File: src/rtl/matrix_pkg.sv
// Shared constants, state encoding and error codes for matrix entry.
package matrix_pkg;

  localparam int MAX_DIM = 5;
  localparam int ADDR_W  = 5;
  localparam int DIM_W   = 3;
  localparam int ERR_W   = 3;

  localparam logic [ERR_W-1:0] ERR_NONE    = 3'b000;
  localparam logic [ERR_W-1:0] ERR_DIM     = 3'b001;
  localparam logic [ERR_W-1:0] ERR_VAL     = 3'b011;
  localparam logic [ERR_W-1:0] ERR_TIMEOUT = 3'b100;
  localparam logic [ERR_W-1:0] ERR_OVERRUN = 3'b101;

  typedef enum logic [2:0] {
    IDLE     = 3'd0,
    GET_M    = 3'd1,
    GET_N    = 3'd2,
    GET_ELEM = 3'd3,
    WRITE    = 3'd4,
    FINISH   = 3'd5
  } state_t;

  // A dimension is legal when it lies in 1..MAX_DIM.
  function automatic logic dim_ok(input logic [3:0] d);
    return (d != 4'd0) && (d <= 4'(MAX_DIM));
  endfunction

endpackage

File: src/rtl/matrix_entry_ctrl_if.sv
// Write port into the matrix store.
// Handshake: the master raises wr_en with wr_slot/wr_addr/wr_data and holds all
// of them stable until a cycle where wr_ready is also high; that cycle is the
// transfer. wr_ready may be high without wr_en and means nothing then.
interface matrix_entry_ctrl_if
  import matrix_pkg::*;
#(
  parameter int DATA_W    = 4,
  parameter int NUM_SLOTS = 4
);
  localparam int SLOT_W = $clog2(NUM_SLOTS);

  logic              wr_en;
  logic              wr_ready;
  logic [SLOT_W-1:0] wr_slot;
  logic [ADDR_W-1:0] wr_addr;
  logic [DATA_W-1:0] wr_data;

  modport master (output wr_en, wr_slot, wr_addr, wr_data, input wr_ready);
  modport slave  (input wr_en, wr_slot, wr_addr, wr_data, output wr_ready);

endinterface

File: src/rtl/rx_timeout_counter.sv
// Counts idle cycles between received bytes; pulses expired on the cycle the
// count reaches TIMEOUT_CYC-1.
module rx_timeout_counter #(
  parameter int TIMEOUT_CYC = 50_000_000
) (
  input  logic clk,
  input  logic rst,
  input  logic clear,
  input  logic enable,
  output logic expired
);
  localparam int CNT_W = $clog2(TIMEOUT_CYC + 1);

  logic [CNT_W-1:0] cnt_q;
  logic [CNT_W-1:0] cnt_inc;

  assign cnt_inc = cnt_q + CNT_W'(1);
  assign expired = enable && !clear && (cnt_inc == CNT_W'(TIMEOUT_CYC - 1));

  // Idle-cycle counter; a clear or an expiry restarts from zero.
  always_ff @(posedge clk) begin
    if (rst || clear || expired) cnt_q <= '0;
    else if (enable)             cnt_q <= cnt_inc;
  end

endmodule

File: src/rtl/matrix_entry_ctrl.sv
// Parses m, n and m*n elements from the UART byte stream, range-checks them
// and writes them into a round-robin slot of the matrix store.
module matrix_entry_ctrl
  import matrix_pkg::*;
#(
  parameter  int DATA_W      = 4,
  parameter  int NUM_SLOTS   = 4,
  parameter  int TIMEOUT_CYC = 50_000_000,
  localparam int SLOT_W      = $clog2(NUM_SLOTS)
) (
  input  logic                clk,
  input  logic                rst,
  input  logic [7:0]          uart_rx_data,
  input  logic                rx_done,
  input  logic [DATA_W-1:0]   val_min,
  input  logic [DATA_W-1:0]   val_max,
  input  logic                start,
  output logic                busy,
  matrix_entry_ctrl_if.master wr,
  output logic                input_done,
  output logic [ERR_W-1:0]    error_type,
  output logic [SLOT_W-1:0]   done_slot,
  output logic [DIM_W-1:0]    done_m,
  output logic [DIM_W-1:0]    done_n,
  output logic [NUM_SLOTS-1:0] slot_valid,
  output state_t              dbg_state
);

  state_t state_q, state_d;

  logic [3:0]        m_q, n_q;
  logic [DIM_W-1:0]  row_q, col_q;
  logic [3:0]        pend_q;
  logic              pend_valid_q;
  logic [ADDR_W-1:0] wr_addr_q;
  logic [DATA_W-1:0] wr_data_q;
  logic [SLOT_W-1:0] next_slot_q;
  logic [ERR_W-1:0]  err_q;

  logic [3:0]        rx_nib, elem_nib;
  logic [DATA_W-1:0] elem_val;
  logic [ADDR_W-1:0] elem_addr;
  logic              tmo_expired, tmo_clear, tmo_enable;
  logic              take_m, take_n, hdr_ok, load_elem, pend_set, pend_clr;
  logic              accept, last_elem, set_err;
  logic [ERR_W-1:0]  err_d;
  logic              unused_rx_hi;

  assign rx_nib       = uart_rx_data[3:0];
  assign unused_rx_hi = ^uart_rx_data[7:4];
  // A buffered byte takes precedence over a byte arriving this cycle.
  assign elem_nib     = pend_valid_q ? pend_q : rx_nib;
  assign elem_val     = DATA_W'(elem_nib);
  assign elem_addr    = ADDR_W'(row_q) * ADDR_W'(MAX_DIM) + ADDR_W'(col_q);
  assign last_elem    = (4'(row_q) + 4'd1 == m_q) && (4'(col_q) + 4'd1 == n_q);

  assign tmo_clear  = rx_done || (state_q == IDLE && start);
  assign tmo_enable = (state_q == GET_M) || (state_q == GET_N) || (state_q == GET_ELEM);

  rx_timeout_counter #(.TIMEOUT_CYC(TIMEOUT_CYC)) u_tmo (
    .clk     (clk),
    .rst     (rst),
    .clear   (tmo_clear),
    .enable  (tmo_enable),
    .expired (tmo_expired)
  );

  // State register.
  always_ff @(posedge clk) begin
    if (rst) state_q <= IDLE;
    else     state_q <= state_d;
  end

  // Next-state and datapath control strobes.
  always_comb begin
    state_d   = state_q;
    take_m    = 1'b0;
    take_n    = 1'b0;
    hdr_ok    = 1'b0;
    load_elem = 1'b0;
    pend_set  = 1'b0;
    pend_clr  = 1'b0;
    accept    = 1'b0;
    set_err   = 1'b0;
    err_d     = ERR_NONE;
    case (state_q)
      IDLE: if (start) state_d = GET_M;
      GET_M: begin
        if (rx_done) begin
          take_m  = 1'b1;
          state_d = GET_N;
        end else if (tmo_expired) begin
          set_err = 1'b1; err_d = ERR_TIMEOUT; state_d = FINISH;
        end
      end
      GET_N: begin
        if (rx_done) begin
          take_n = 1'b1;
          if (dim_ok(m_q) && dim_ok(rx_nib)) begin
            hdr_ok  = 1'b1;
            state_d = GET_ELEM;
          end else begin
            set_err = 1'b1; err_d = ERR_DIM; state_d = FINISH;
          end
        end else if (tmo_expired) begin
          set_err = 1'b1; err_d = ERR_TIMEOUT; state_d = FINISH;
        end
      end
      GET_ELEM: begin
        if (pend_valid_q || rx_done) begin
          pend_clr = pend_valid_q;
          pend_set = pend_valid_q && rx_done;
          if (elem_val < val_min || elem_val > val_max) begin
            set_err = 1'b1; err_d = ERR_VAL; state_d = FINISH;
          end else begin
            load_elem = 1'b1;
            state_d   = WRITE;
          end
        end else if (tmo_expired) begin
          set_err = 1'b1; err_d = ERR_TIMEOUT; state_d = FINISH;
        end
      end
      WRITE: begin
        if (wr.wr_ready) begin
          accept  = 1'b1;
          state_d = last_elem ? FINISH : GET_ELEM;
        end
        // Bytes arriving while a write waits go to the one-byte buffer.
        if (rx_done && !(wr.wr_ready && last_elem)) begin
          if (pend_valid_q) begin
            set_err = 1'b1; err_d = ERR_OVERRUN; state_d = FINISH;
          end else begin
            pend_set = 1'b1;
          end
        end
      end
      FINISH:  state_d = IDLE;
      default: state_d = IDLE;
    endcase
  end

  // Header, element, slot bookkeeping and result registers.
  always_ff @(posedge clk) begin
    if (rst) begin
      m_q <= '0; n_q <= '0; row_q <= '0; col_q <= '0;
      pend_q <= '0; pend_valid_q <= 1'b0;
      wr_addr_q <= '0; wr_data_q <= '0;
      next_slot_q <= '0; err_q <= ERR_NONE;
      done_slot <= '0; done_m <= '0; done_n <= '0;
      slot_valid <= '0;
    end else begin
      if (state_q == IDLE && start) begin
        err_q        <= ERR_NONE;
        pend_valid_q <= 1'b0;
      end
      if (take_m) m_q <= rx_nib;
      if (take_n) n_q <= rx_nib;
      if (hdr_ok) begin
        slot_valid[next_slot_q] <= 1'b0;
        row_q <= '0;
        col_q <= '0;
      end
      if (load_elem) begin
        wr_data_q <= elem_val;
        wr_addr_q <= elem_addr;
      end
      if (pend_set) begin
        pend_q       <= rx_nib;
        pend_valid_q <= 1'b1;
      end else if (pend_clr) begin
        pend_valid_q <= 1'b0;
      end
      if (accept && !last_elem) begin
        if (4'(col_q) + 4'd1 == n_q) begin
          col_q <= '0;
          row_q <= row_q + DIM_W'(1);
        end else begin
          col_q <= col_q + DIM_W'(1);
        end
      end
      if (set_err) err_q <= err_d;
      if (state_q == FINISH && err_q == ERR_NONE) begin
        slot_valid[next_slot_q] <= 1'b1;
        done_slot   <= next_slot_q;
        done_m      <= m_q[DIM_W-1:0];
        done_n      <= n_q[DIM_W-1:0];
        next_slot_q <= next_slot_q + SLOT_W'(1);
      end
    end
  end

  assign busy       = (state_q == GET_M) || (state_q == GET_N) ||
                      (state_q == GET_ELEM) || (state_q == WRITE);
  assign input_done = (state_q == FINISH);
  assign error_type = err_q;
  assign dbg_state  = state_q;

  assign wr.wr_en   = (state_q == WRITE);
  assign wr.wr_slot = next_slot_q;
  assign wr.wr_addr = wr_addr_q;
  assign wr.wr_data = wr_data_q;

endmodule

File: src/flat_wrapper.sv
// flat-port wrapper written by rule: the top's interface ports become plain ports
module matrix_entry_ctrl_flat import matrix_pkg::*;
#(
  parameter  int DATA_W      = 4,
  parameter  int NUM_SLOTS   = 4,
  parameter  int TIMEOUT_CYC = 50_000_000,
  localparam int SLOT_W      = $clog2(NUM_SLOTS)
)
  (clk, rst, uart_rx_data, rx_done, val_min, val_max, start, busy, input_done, error_type, done_slot, done_m, done_n, slot_valid, dbg_state, wr_wr_en, wr_wr_slot, wr_wr_addr, wr_wr_data, wr_wr_ready);
  matrix_entry_ctrl_if #(.DATA_W(DATA_W), .NUM_SLOTS(NUM_SLOTS)) wr_i ();
  input  logic clk;
  input  logic rst;
  input  logic [7:0] uart_rx_data;
  input  logic rx_done;
  input  logic [DATA_W-1:0] val_min;
  input  logic [DATA_W-1:0] val_max;
  input  logic start;
  output logic busy;
  output logic input_done;
  output logic [ERR_W-1:0] error_type;
  output logic [SLOT_W-1:0] done_slot;
  output logic [DIM_W-1:0] done_m;
  output logic [DIM_W-1:0] done_n;
  output logic [NUM_SLOTS-1:0] slot_valid;
  output state_t dbg_state;
  output wire logic [$bits(wr_i.wr_en)-1:0] wr_wr_en;
  output wire logic [$bits(wr_i.wr_slot)-1:0] wr_wr_slot;
  output wire logic [$bits(wr_i.wr_addr)-1:0] wr_wr_addr;
  output wire logic [$bits(wr_i.wr_data)-1:0] wr_wr_data;
  input wire logic [$bits(wr_i.wr_ready)-1:0] wr_wr_ready;
  assign wr_wr_en = wr_i.wr_en;
  assign wr_wr_slot = wr_i.wr_slot;
  assign wr_wr_addr = wr_i.wr_addr;
  assign wr_wr_data = wr_i.wr_data;
  assign wr_i.wr_ready = wr_wr_ready;
  matrix_entry_ctrl #(.DATA_W(DATA_W), .NUM_SLOTS(NUM_SLOTS), .TIMEOUT_CYC(TIMEOUT_CYC)) u_core (.clk(clk), .rst(rst), .uart_rx_data(uart_rx_data), .rx_done(rx_done), .val_min(val_min), .val_max(val_max), .start(start), .busy(busy), .wr(wr_i), .input_done(input_done), .error_type(error_type), .done_slot(done_slot), .done_m(done_m), .done_n(done_n), .slot_valid(slot_valid), .dbg_state(dbg_state));
endmodule
File: config.mk
export PLATFORM = sky130hd
export DESIGN_NAME = matrix_entry_ctrl_flat
export DESIGN_NICKNAME = d
export VERILOG_FILES = /design/src/rtl/matrix_pkg.sv /design/src/rtl/matrix_entry_ctrl_if.sv /design/src/rtl/rx_timeout_counter.sv /design/src/rtl/matrix_entry_ctrl.sv /design/src/flat_wrapper.sv
export SDC_FILE = /design/constraint.sdc
export NUM_CORES = 1
export LEC_CHECK = 0
export BUFFER_PORTS_ARGS = -buffer_cell sky130_fd_sc_hd__clkbuf_2
export CAP_MARGIN = 5
export CELL_PAD_IN_SITES_DETAIL_PLACEMENT = 2
export CELL_PAD_IN_SITES_GLOBAL_PLACEMENT = 2
export CORE_MARGIN = 2
export CORE_UTILIZATION = 38
export CTS_CLUSTER_SIZE = 30
export DETAILED_ROUTE_END_ITERATION = 10
export PLACE_DENSITY_LB_ADDON = 0.1
export SYNTH_ARGS = -nofsm -noshare
export SYNTH_HDL_FRONTEND = slang
export SYNTH_HIERARCHICAL = 1
export SYNTH_SLANG_ARGS = --single-unit
File: constraint.sdc
create_clock -name clk -period 6.1 [get_ports clk]
set_clock_uncertainty 0.05 [all_clocks]
set_input_delay 1.22 -clock clk [delete_from_list [all_inputs] [get_ports clk]]
set_output_delay 1.22 -clock clk [all_outputs]
set_load 0.02 [all_outputs]
==> results by group, run 1 <==
Floorplanning
  • Std cell rows: 38
  • Die Height: 110 um
  • Core ar.: 0.0109 sq mm
  • Die Wd: 110 um
  • Starting Density: between 30 and 40%
  • Io pins: 53
  • Die area: between 0.01 and 0.015 sq mm

Final layout
  • Final Util: a little over two fifths
  • Filler Cells Inserted: 1,235
  • Fin area: 0.00478 sq mm
  • Layout Nets: 579
  • Diodes inserted: 0
  • Layout area overhead: 12.4%
  • Final std cells w/o fill: slightly below 700
  • Share of cells above drive strength 1: around 18%

Min path
  • Worst hold-check path type: register to register
  • Hold path cells: 2

Worst setup path
  • Crit path depth: 10
  • Crit path arrival time: 3.97 ns
  • Critical Path RT: approximately 6.3 ns
  • Length in cells of the worst reg-to-reg path: 10
  • CP bufs+invs: 0
  • CP peak stage delay: ~0.64 ns
  • Worst Path Max Fanout: 13
  • CP Capture Type: register
  • Slowest cell on the critical path: dfxtp_1
  • Critical path startpoint category: register
  • Crit path kind: register to register
  • Critical Path, Cell by Cell: nor2_1, nor2_1, nand2_1, or3_1, nor4_1, o2111ai_1, nor4_4, nand4b_1, a31oi_1, a31oi_1
  • Worst path top cell family by delay: simple AND/OR/NAND/NOR gates

Routing
  • Routed len/inst: ~18 um
  • Final antenna-violating net count: 0
  • DR iter-0 viols: 123
  • Vias post-DR: 3,824
  • 1st-pass router iterations: 4
  • Final Routed Wirelength: 12,500 um
  • Vias per cell: between 5 and 6
  • DR DRC count: 0

Clock network
  • PostCTS Resize Cnt: 0
  • Cts hold-fix bufs: 0
  • CTS tree: built
  • Cts bufs inserted: 9
  • Clk_lat worst skew: between 0.3 and 0.4 ns
  • Sink Count: 74
  • Clk root buf: clkbuf_8
  • CTS H-tree lvls: 3
  • Worst-path clk slew: around 0.080 ns
  • Clock Path Buffers: 2
  • Post-CTS Setup Inserts: 0

STA
  • Setup-failing EPs final: 0
  • RSZ-0062 raised after global routing: no
  • Worst-Margin Slew: 1.11 ns
  • Tmin final: 3.79 ns
  • Final worst setup slack: 2.31 ns
  • Setup TNS: 0 ns
  • Final Cycle Share: between 60% and 70%
  • Max Clock Freq: between 0.2 and 0.3 GHz
  • Slew HR: 25.2%
  • Fin. max-slew vios: 0
  • Fin. Hold Viols: 0

Yosys
  • Synth Register Bits: 74
  • Post-synth EDFFs: 0
  • Syn Inst Count: around 500
  • Ranking of synthesized cells by area: dfxtp_1 35%, ha_1 6.8%, nand2_1 4.7%
  • Synth Flop Type: dfxtp_1
  • Seq/Total Area, Yosys: 34.8%
  • Mapped Nets: 544
  • Post-synth top area share: 34.8%
  • Largest area contributor in the netlist: dfxtp_1
  • Asr flop ratio synth: 0%
  • Synth cell types: 76
  • Synth Warn #: 6
  • Post-Syn Area: 0.00425 sq mm
  • Mean Syn Cell Area: 8.52 sq um

Place
  • RD Place Congestion: 0.792
  • Hpwl dp: 9290 um
  • I/O Buffers: 48
  • Area after DPL: 0.00457 sq mm
  • Dpl cells: 663
  • Post-placement setup slack: about 2.0 ns

Run status
  • Outcome: finished, final reports clean

Global routing
  • Grt ovf: 0
  • Total track usage: around 22%
  • First-pass GRT wire length: a little over 20,000 um
  • Initial antenna violation count: 0
  • Vias in the first global route: ~4,000
  • Largest net degree at the start of global routing: between 50 and 60

Power and ir drop
  • P per Cell Area: 204 mW/mm^2
  • Leakage: approximately 1.8 nW
  • VDD IR max: 160 uV

Job
  • Number of max-cap violations: 0
## layout by cell type, fill, tap and decap left out, drive strengths merged, types with 10 or more instances in the layout
| master | netlist | final |
|---|---|---|
| inv | 23 | 23 |
| nand2 | 54 | 54 |
| nor3 | 28 | 28 |
| a21oi | 35 | 35 |
| ha | 23 | 23 |
| mux2i | 10 | 10 |
| clkbuf | 20 | 59 |
| nor2 | 41 | 41 |
| o21ai | 14 | 14 |
| nand3 | 16 | 16 |
| xnor2 | 23 | 23 |
| xor2 | 14 | 14 |
| nand4 | 13 | 13 |
| dfxtp | 74 | 74 |
## cell usage after synthesis (3+ instances only)
cell       n
a211oi_1   3
a21oi_1   35
a22oi_1    5
a311o_2    3
a311oi_1   3
a31o_2     3
a31oi_1    5
buf_2      4
clkbuf_1  19
dfxtp_1   74
ha_1      23
inv_1     23
mux2_2     4
mux2i_1   10
nand2_1   53
nand2b_1   9
nand3_1   16
nand4_1   12
nor2_1    41
nor3_1    28
nor4_1     6
o21ai_0   13
or2_2      3
or3_1      7
xnor2_1   22
xor2_1    14
## cell families after synthesis
group                    synth area share (%)
AO/OA/AOI/OAI                            15.7
multiplexers                             3.41
AND/OR/NAND/NOR                          25.8
XOR/XNOR                                 8.06
adder cells (fa/ha/maj)                  7.24
flip-flops                               34.8
buffers and inverters                    4.91
## sequential cells by signal, summed over array words and instances (netlist names), 4 cells and up
name / count
u_core/n_q: 4
u_core/m_q: 4
u_core/u_tmo/cnt_q: 26
u_core/pend_q: 4
u_core/slot_valid: 4
u_core/wr.wr_data: 4
u_core/wr.wr_addr: 5
## report_power, final
group / internal [mW] / total [mW] / switching (mW)
sequential: 0.487 / 0.495 / 0.00887
clock: 0.209 / 0.401 / 0.192
combinational: 0.0270 / 0.0772 / 0.0502
total: 0.723 / 0.974 / 0.252
## through the flow
step           power (mW)  hold WS [ns]
3_3_place_gp        0.580         0.391
3_5_place_dp        0.585         0.407
5_1_grt              1.02         0.442
2_1_floorplan       0.556         0.395
4_1_cts             0.991         0.420
6_report            0.974         0.413
## routing by layer
| layer | share of wire, % | wire [um] | GRT usage (%) | vias up |
|---|---|---|---|---|
| met3 | 2.4 | 295 | 3.56 | 12 |
| met5 | 0 | 0 | 0 | - |
| met1 | 49 | 6060 | 28.8 | 1908 |
| li1 | - | - | - | 1851 |
| met2 | 48 | 5970 | 36.8 | 53 |
| met4 | 1.3 | 162 | 8.41 | 0 |
## tightest hold or removal path: stages, from the launching register on
cell and delay, ns:
dfxtp_1 0.31, nand2_1 0.05, a21oi_1 0.05
## path summary, 6_finish.rpt
path / start / endpoint / slack (ns)
min reg2reg: u_core/done_slot[0] / u_core/done_slot[0] / 0.41
max reg2reg: u_core/dbg_state[1] / u_core/error_type[0] / 2.31
max: u_core/dbg_state[1] / u_core/error_type[0] / 2.31
min: u_core/done_slot[0] / u_core/done_slot[0] / 0.41
## area by class of cell
cell class	count	area [sq um]	area share (%)
Multi-Input combinational cell	375	2570	53.8
Sequential cell	74	1480	31.0
Timing Repair Buffer	51	263	5.50
Tap cell	140	175	3.67
Clock buffer	11	151	3.17
Inverter	23	86.3	1.81
Clock inverter	5	52.6	1.10
Power figures use the tool's default switching activity.
==> run 2, diff against run 1 <==
Settings changed: CORE_UTILIZATION 38 to 35.
Clock period 6.1 ns to 3.6 ns, I/O delays scaled along.
==> results by group, run 2 (synthesis gave the netlist of run 1 again) <==
Run status
  • Outcome: finished, final reports clean

Final layout
  • Max reg flops: 26 (unchanged)
  • Biggest register: u_core/u_tmo/cnt_q
  • Area of the multi-input gates: 0.00257 sq mm (unchanged)
  • Share of cells above drive strength 1: 19.0% (+1.0 points)
  • Most frequent cells in the layout: 74 x dfxtp_1, 53 x nand2_1, 48 x clkbuf_2, 41 x nor2_1, 35 x a21oi_1
  • Layout area overhead: 15.9%
  • Layout Nets: 587 (+1.4%)
  • Filler Cells Inserted: 1,370 (+11%)
  • Commonest non-fill, non-tap cell in the layout: dfxtp_1
  • Final std cells w/o fill: 694 (+2.2%)
  • Reg area: 0.00148 sq mm (unchanged)
  • Diodes inserted: 0 (unchanged)

STA
  • Tmin final: 3.24 ns (-0.553 ns)
  • Final Cycle Share: 89.9% (+28 points)
  • RSZ-0062 raised after global routing: no
  • Setup-failing EPs final: 0 (unchanged)
  • Slew HR: 37.6% (+12 points)
  • Max Clock Freq: 0.309 GHz (+17%)
  • Fin. max-slew vios: 0 (unchanged)
  • Setup TNS: 0 ns (unchanged)
  • Fin. Hold Viols: 0 (unchanged)
  • Worst-Margin Slew: 0.923 ns (-0.183 ns)

Floorplanning
  • Starting Density: 35.7% (-3.4 points)
  • Core ar.: 0.0119 sq mm (+9.4%)
  • Io pins: 53 (unchanged)
  • Die Wd: 114 um (+4.0%)
  • Die Height: 114 um (+4.0%)
  • Die area: 0.0130 sq mm (+8.3%)
  • Std cell rows: 40 (+5.3%)

Routing
  • 1st-pass router iterations: 4 (unchanged)
  • DR DRC count: 0 (unchanged)
  • Max Used Layer: met4
  • DR iter-0 viols: 166 (+35%)
  • Met3 WL: 259 um (-12%)
  • Met1 wire length: 5330 um (-12%)
  • Met2 wire length: 6450 um (+8.0%)
  • Vias per cell: 5.52 (-1.9%)
  • Final antenna-violating net count: 0 (unchanged)
  • Routed len/inst: 17.6 um (-4.1%)
  • Vias post-DR: 3,834 (+0.26%)
  • Final Routed Wirelength: 12,200 um (-2.0%)

Place
  • Dpl cells: 678 (+2.3%)
  • RD Place Congestion: 0.795 (+0.47%)
  • Hpwl dp: 9230 um (-0.68%)
  • I/O Buffers: 48 (unchanged)

Power and ir drop
  • Leakage: 1.83 nW (+4.4%)
  • VDD IR max: 192 uV (+20%)
  • Pwr Total: 1.86 mW (+91%)
  • P per Cell Area: 378 mW/mm^2 (+86%)

Clock network
  • Sink Count: 74 (unchanged)
  • Clk_lat worst skew: 0.34 ns (-0.03 ns)
  • Post-CTS Setup Inserts: 0 (unchanged)
  • Cts hold-fix bufs: 0 (unchanged)
  • Worst-path clk slew: 0.06 ns (-0.02 ns)
  • Clock Path Buffers: 2 (unchanged)
  • CTS tree: built
  • Clk root buf: clkbuf_16
  • PostCTS Resize Cnt: 0 (unchanged)
  • CTS H-tree lvls: 3 (unchanged)
  • Cts bufs inserted: 9 (unchanged)

Global routing
  • Initial antenna violation count: 0 (unchanged)
  • Largest net degree at the start of global routing: 36 (-32%)
  • Vias in the first global route: 4,014 (+0.30%)
  • Grt ovf: 0 (unchanged)
  • First-pass GRT wire length: 20,600 um (+0.77%)
  • Total track usage: 20.1% (-2.0 points)

Worst setup path
  • CP Capture Type: register
  • Critical path startpoint category: register
  • Crit path kind: register to register
  • Critical Path RT: 3.76 ns (-2.52 ns)
  • Worst Path Max Fanout: 7 (-6)
  • Crit path arrival time: 3.40 ns (-0.57 ns)

Min path
  • Worst hold-check path type: register to register

Job
  • Number of max-cap violations: 0 (unchanged)
==> run 2: routing by layer <==
layer	track usage [%]	vias up
met2	36.5	34
met4	7.64	0
met3	3.18	12
li1	-	1866
met5	0	-
met1	23.8	1922
==> run 2: path summary, 6_finish.rpt <==
kind	startpoint	endpoint	slack (ns)	depth (start not counted)
hold / removal	u_core/done_m[1]	u_core/done_m[1]	0.41	2
hold reg to reg	u_core/done_m[1]	u_core/done_m[1]	0.41	2
setup reg to reg	u_core/u_tmo/cnt_q[0]	u_core/error_type[0]	0.36	9
setup / recovery	u_core/u_tmo/cnt_q[0]	u_core/error_type[0]	0.36	9
==> run 2: final cells by class <==
| type | instances | area share, % |
|---|---|---|
| tap | 147 | 3.73 |
| multi-input combinational | 375 | 52.1 |
| inverter | 23 | 1.75 |
| sequential | 74 | 30.1 |
| timing repair buffer | 59 | 6.55 |
| clock buffer | 10 | 4.64 |
| clock inverter | 6 | 1.17 |
==> run 2: worst max-delay path, cell delays in order, from the launching register on <==
cell	delay (ns)
dfxtp_1	0.48
ha_1	0.34
nand3_1	0.20
or3_1	0.48
nor4_1	0.36
o2111ai_1	0.20
nor4_4	0.39
nand4b_1	0.22
a31oi_1	0.25
a31oi_1	0.12
==> run 2: through the flow <==
stage	cell area [sq um]	util, %	hold slack (ns)	setup slack, ns
2_1_floorplan	4250	-	0.395	0.189
3_3_place_gp	4640	39.0	0.396	0.300
3_5_place_dp	4640	39.0	0.400	0.177
4_1_cts	4930	41.4	0.409	0.356
5_1_grt	4930	41.4	0.437	0.0262
6_report	4930	41.4	0.405	0.364
==> run 2: power breakdown <==
part / internal (mW) / total [mW] / leakage, nW / switching, mW
clock network: 0.531 / 0.882 / 0.142 / 0.351
logic: 0.0534 / 0.147 / 1.10 / 0.0936
registers: 0.826 / 0.835 / 0.597 / 0.00939
==> run 3, diff against run 2 <==
Settings changed: PLACE_DENSITY_LB_ADDON 0.1 to 0.3.
==> results by group, run 3 (synthesis gave the netlist of run 1 again) <==
Run status
  • Outcome: finished, final reports clean

Worst setup path
  • Worst R2R Setup Slack: 0.33 ns (-0.04 ns)
  • Critical Path, Cell by Cell: ha_1, nand3_1, or3_1, nor4_1, o2111ai_1, nor4_4, inv_1, o32ai_1, a21oi_1, a21oi_1
  • Critical path startpoint category: register
  • Critical Path RT: 3.83 ns (+0.07 ns)
  • RR Endpoint: u_core/dbg_state[2]
  • Most frequent CP cell: a21oi_1
  • Worst path top cell family by delay: simple AND/OR/NAND/NOR gates
  • CP bufs+invs: 1 (+1)
  • Slowest cell on the critical path: or3_1
  • Crit path arrival time: 3.50 ns (+0.10 ns)
  • CP peak stage delay: 0.50 ns (+0.02 ns)
  • Length in cells of the worst reg-to-reg path: 10 (+1)
  • CP Capture Type: register
  • Worst Path Max Fanout: 7 (unchanged)
  • Crit path kind: register to register
  • Worst r2r src: u_core/u_tmo/cnt_q[1]

Final layout
  • Diodes inserted: 0 (unchanged)
  • Share of cells above drive strength 1: 19.5% (+0.44 points)
  • Biggest register: u_core/u_tmo/cnt_q
  • Most frequent cells in the layout: 74 x dfxtp_1, 53 x nand2_1, 48 x clkbuf_2, 41 x nor2_1, 35 x a21oi_1
  • Commonest non-fill, non-tap cell in the layout: dfxtp_1
  • Layout area overhead: 16.9%
  • Fin area: 0.00497 sq mm (+0.86%)
  • Final std cells w/o fill: 697 (+0.43%)
  • Final Util: 41.7% (+0.36 points)
  • Layout Nets: 590 (+0.51%)
  • Max reg flops: 26 (unchanged)

STA
  • Slew HR: 54.7% (+17 points)
  • Final worst setup slack: 0.329 ns (-0.0353 ns)
  • Worst hold margin: 0.422 ns (+0.0167 ns)
  • Setup-failing EPs final: 0 (unchanged)
  • Setup TNS: 0 ns (unchanged)
  • Fin. max-slew vios: 0 (unchanged)
  • Max Clock Freq: 0.306 GHz (-1.1%)
  • Tmin final: 3.27 ns (+0.0353 ns)
  • Fin. Hold Viols: 0 (unchanged)
  • RSZ-0062 raised after global routing: no
  • Final Cycle Share: 90.9% (+0.98 points)
  • Worst-Margin Slew: 0.672 ns (-0.251 ns)

Routing
  • Final antenna-violating net count: 0 (unchanged)
  • Final Routed Wirelength: 13,100 um (+6.7%)
  • Vias post-DR: 3,815 (-0.50%)
  • 1st-pass router iterations: 4 (unchanged)
  • DR iter-0 viols: 147 (-11%)
  • DR DRC count: 0 (unchanged)
  • Routed len/inst: 18.8 um (+6.3%)
  • Vias per cell: 5.47 (-0.92%)

Global routing
  • Initial antenna violation count: 0 (unchanged)
  • Total track usage: 21.1% (+0.96 points)
  • Grt ovf: 0 (unchanged)
  • Largest net degree at the start of global routing: 36 (unchanged)
  • First-pass GRT wire length: 21,400 um (+3.8%)
  • Vias in the first global route: 4,057 (+1.1%)

Power and ir drop
  • Leakage: 1.85 nW (+0.98%)
  • Pwr Total: 1.93 mW (+3.4%)
  • P per Cell Area: 388 mW/mm^2 (+2.5%)
  • VDD IR max: 230 uV (+20%)

Clock network
  • Worst-path clk slew: 0.06 ns (about the same)
  • Clk root buf: clkbuf_16
  • Clock Path Buffers: 2 (unchanged)
  • Sink Count: 74 (unchanged)
  • CTS tree: built
  • CTS H-tree lvls: 3 (unchanged)
  • Post-CTS Setup Inserts: 0 (unchanged)
  • Cts bufs inserted: 9 (unchanged)
  • Cts hold-fix bufs: 0 (unchanged)
  • PostCTS Resize Cnt: 0 (unchanged)
  • Clk_lat worst skew: 0.35 ns (about the same)

Place
  • Hpwl dp: 9770 um (+5.9%)
  • Area after DPL: 0.00467 sq mm (+0.49%)
  • Dpl cells: 681 (+0.44%)
  • I/O Buffers: 48 (unchanged)
  • RD Place Congestion: 0.793 (-0.31%)
  • Post-placement setup slack: 0.117 ns (-0.0602 ns)

Floorplanning
  • Io pins: 53 (unchanged)
  • Starting Density: 35.7% (unchanged)
  • Std cell rows: 40 (unchanged)
  • Die area: 0.0130 sq mm (unchanged)
  • Core ar.: 0.0119 sq mm (unchanged)
  • Die Wd: 114 um (unchanged)
  • Die Height: 114 um (unchanged)

Min path
  • Hold path cells: 2 (unchanged)
  • Worst hold-check path type: register to register
  • Hold Path Origin: u_core/done_slot[1]
  • Hold endpoint: u_core/done_slot[1]

Job
  • Number of max-cap violations: 0 (unchanged)
==> run 3: changes by cell type in the layout (fill, tap and decap cells not counted) <==
cell,before,now
clkbuf_8,0,2
buf_4,11,14
clkinvlp_4,1,2
clkinv_2,4,1
==> run 3: tightest hold or removal path, cell delays in order (launching register included) <==
cell,delay [ns]
dfxtp_1,0.31
nand2_1,0.05
a21oi_1,0.06
==> run 3: power by group <==
part	internal (mW)	switching, mW
logic	0.0567	0.0960
registers	0.826	0.00887
clock network	0.574	0.368
==> run 3: how the worst max path moves through the flow <==
stage,start,to,slack [ns],cells after the start
CTS,u_core/u_tmo/cnt_q[1],u_core/dbg_state[2],0.36,10
floorplan,rx_done,u_core/dbg_state[2],0.19,12
detailed placement,start,u_core/dbg_state[2],0.12,12
finish,u_core/u_tmo/cnt_q[1],u_core/dbg_state[2],0.33,10
global placement,start,u_core/error_type[0],0.24,11
global route,u_core/u_tmo/cnt_q[1],u_core/dbg_state[2],0.08,10
==> run 3: area by class of cell <==
type | count | area, sq um
Clock inverter | 4 | 50.0
Fill cell | 1368 | 6940
Multi-Input combinational cell | 375 | 2570
Sequential cell | 74 | 1480
Tap cell | 147 | 184
Inverter | 23 | 86.3
Timing Repair Buffer | 62 | 345
Clock buffer | 12 | 256
==> run 3: metal layers <==
layer | part of all wire (%) | routed length (um) | GRT usage [%]
met5 | 0 | 0 | 0
met1 | 44 | 5690 | 24.2
met3 | 3.1 | 406 | 6.14
met2 | 52 | 6790 | 38.0
met4 | 1.4 | 187 | 6.18
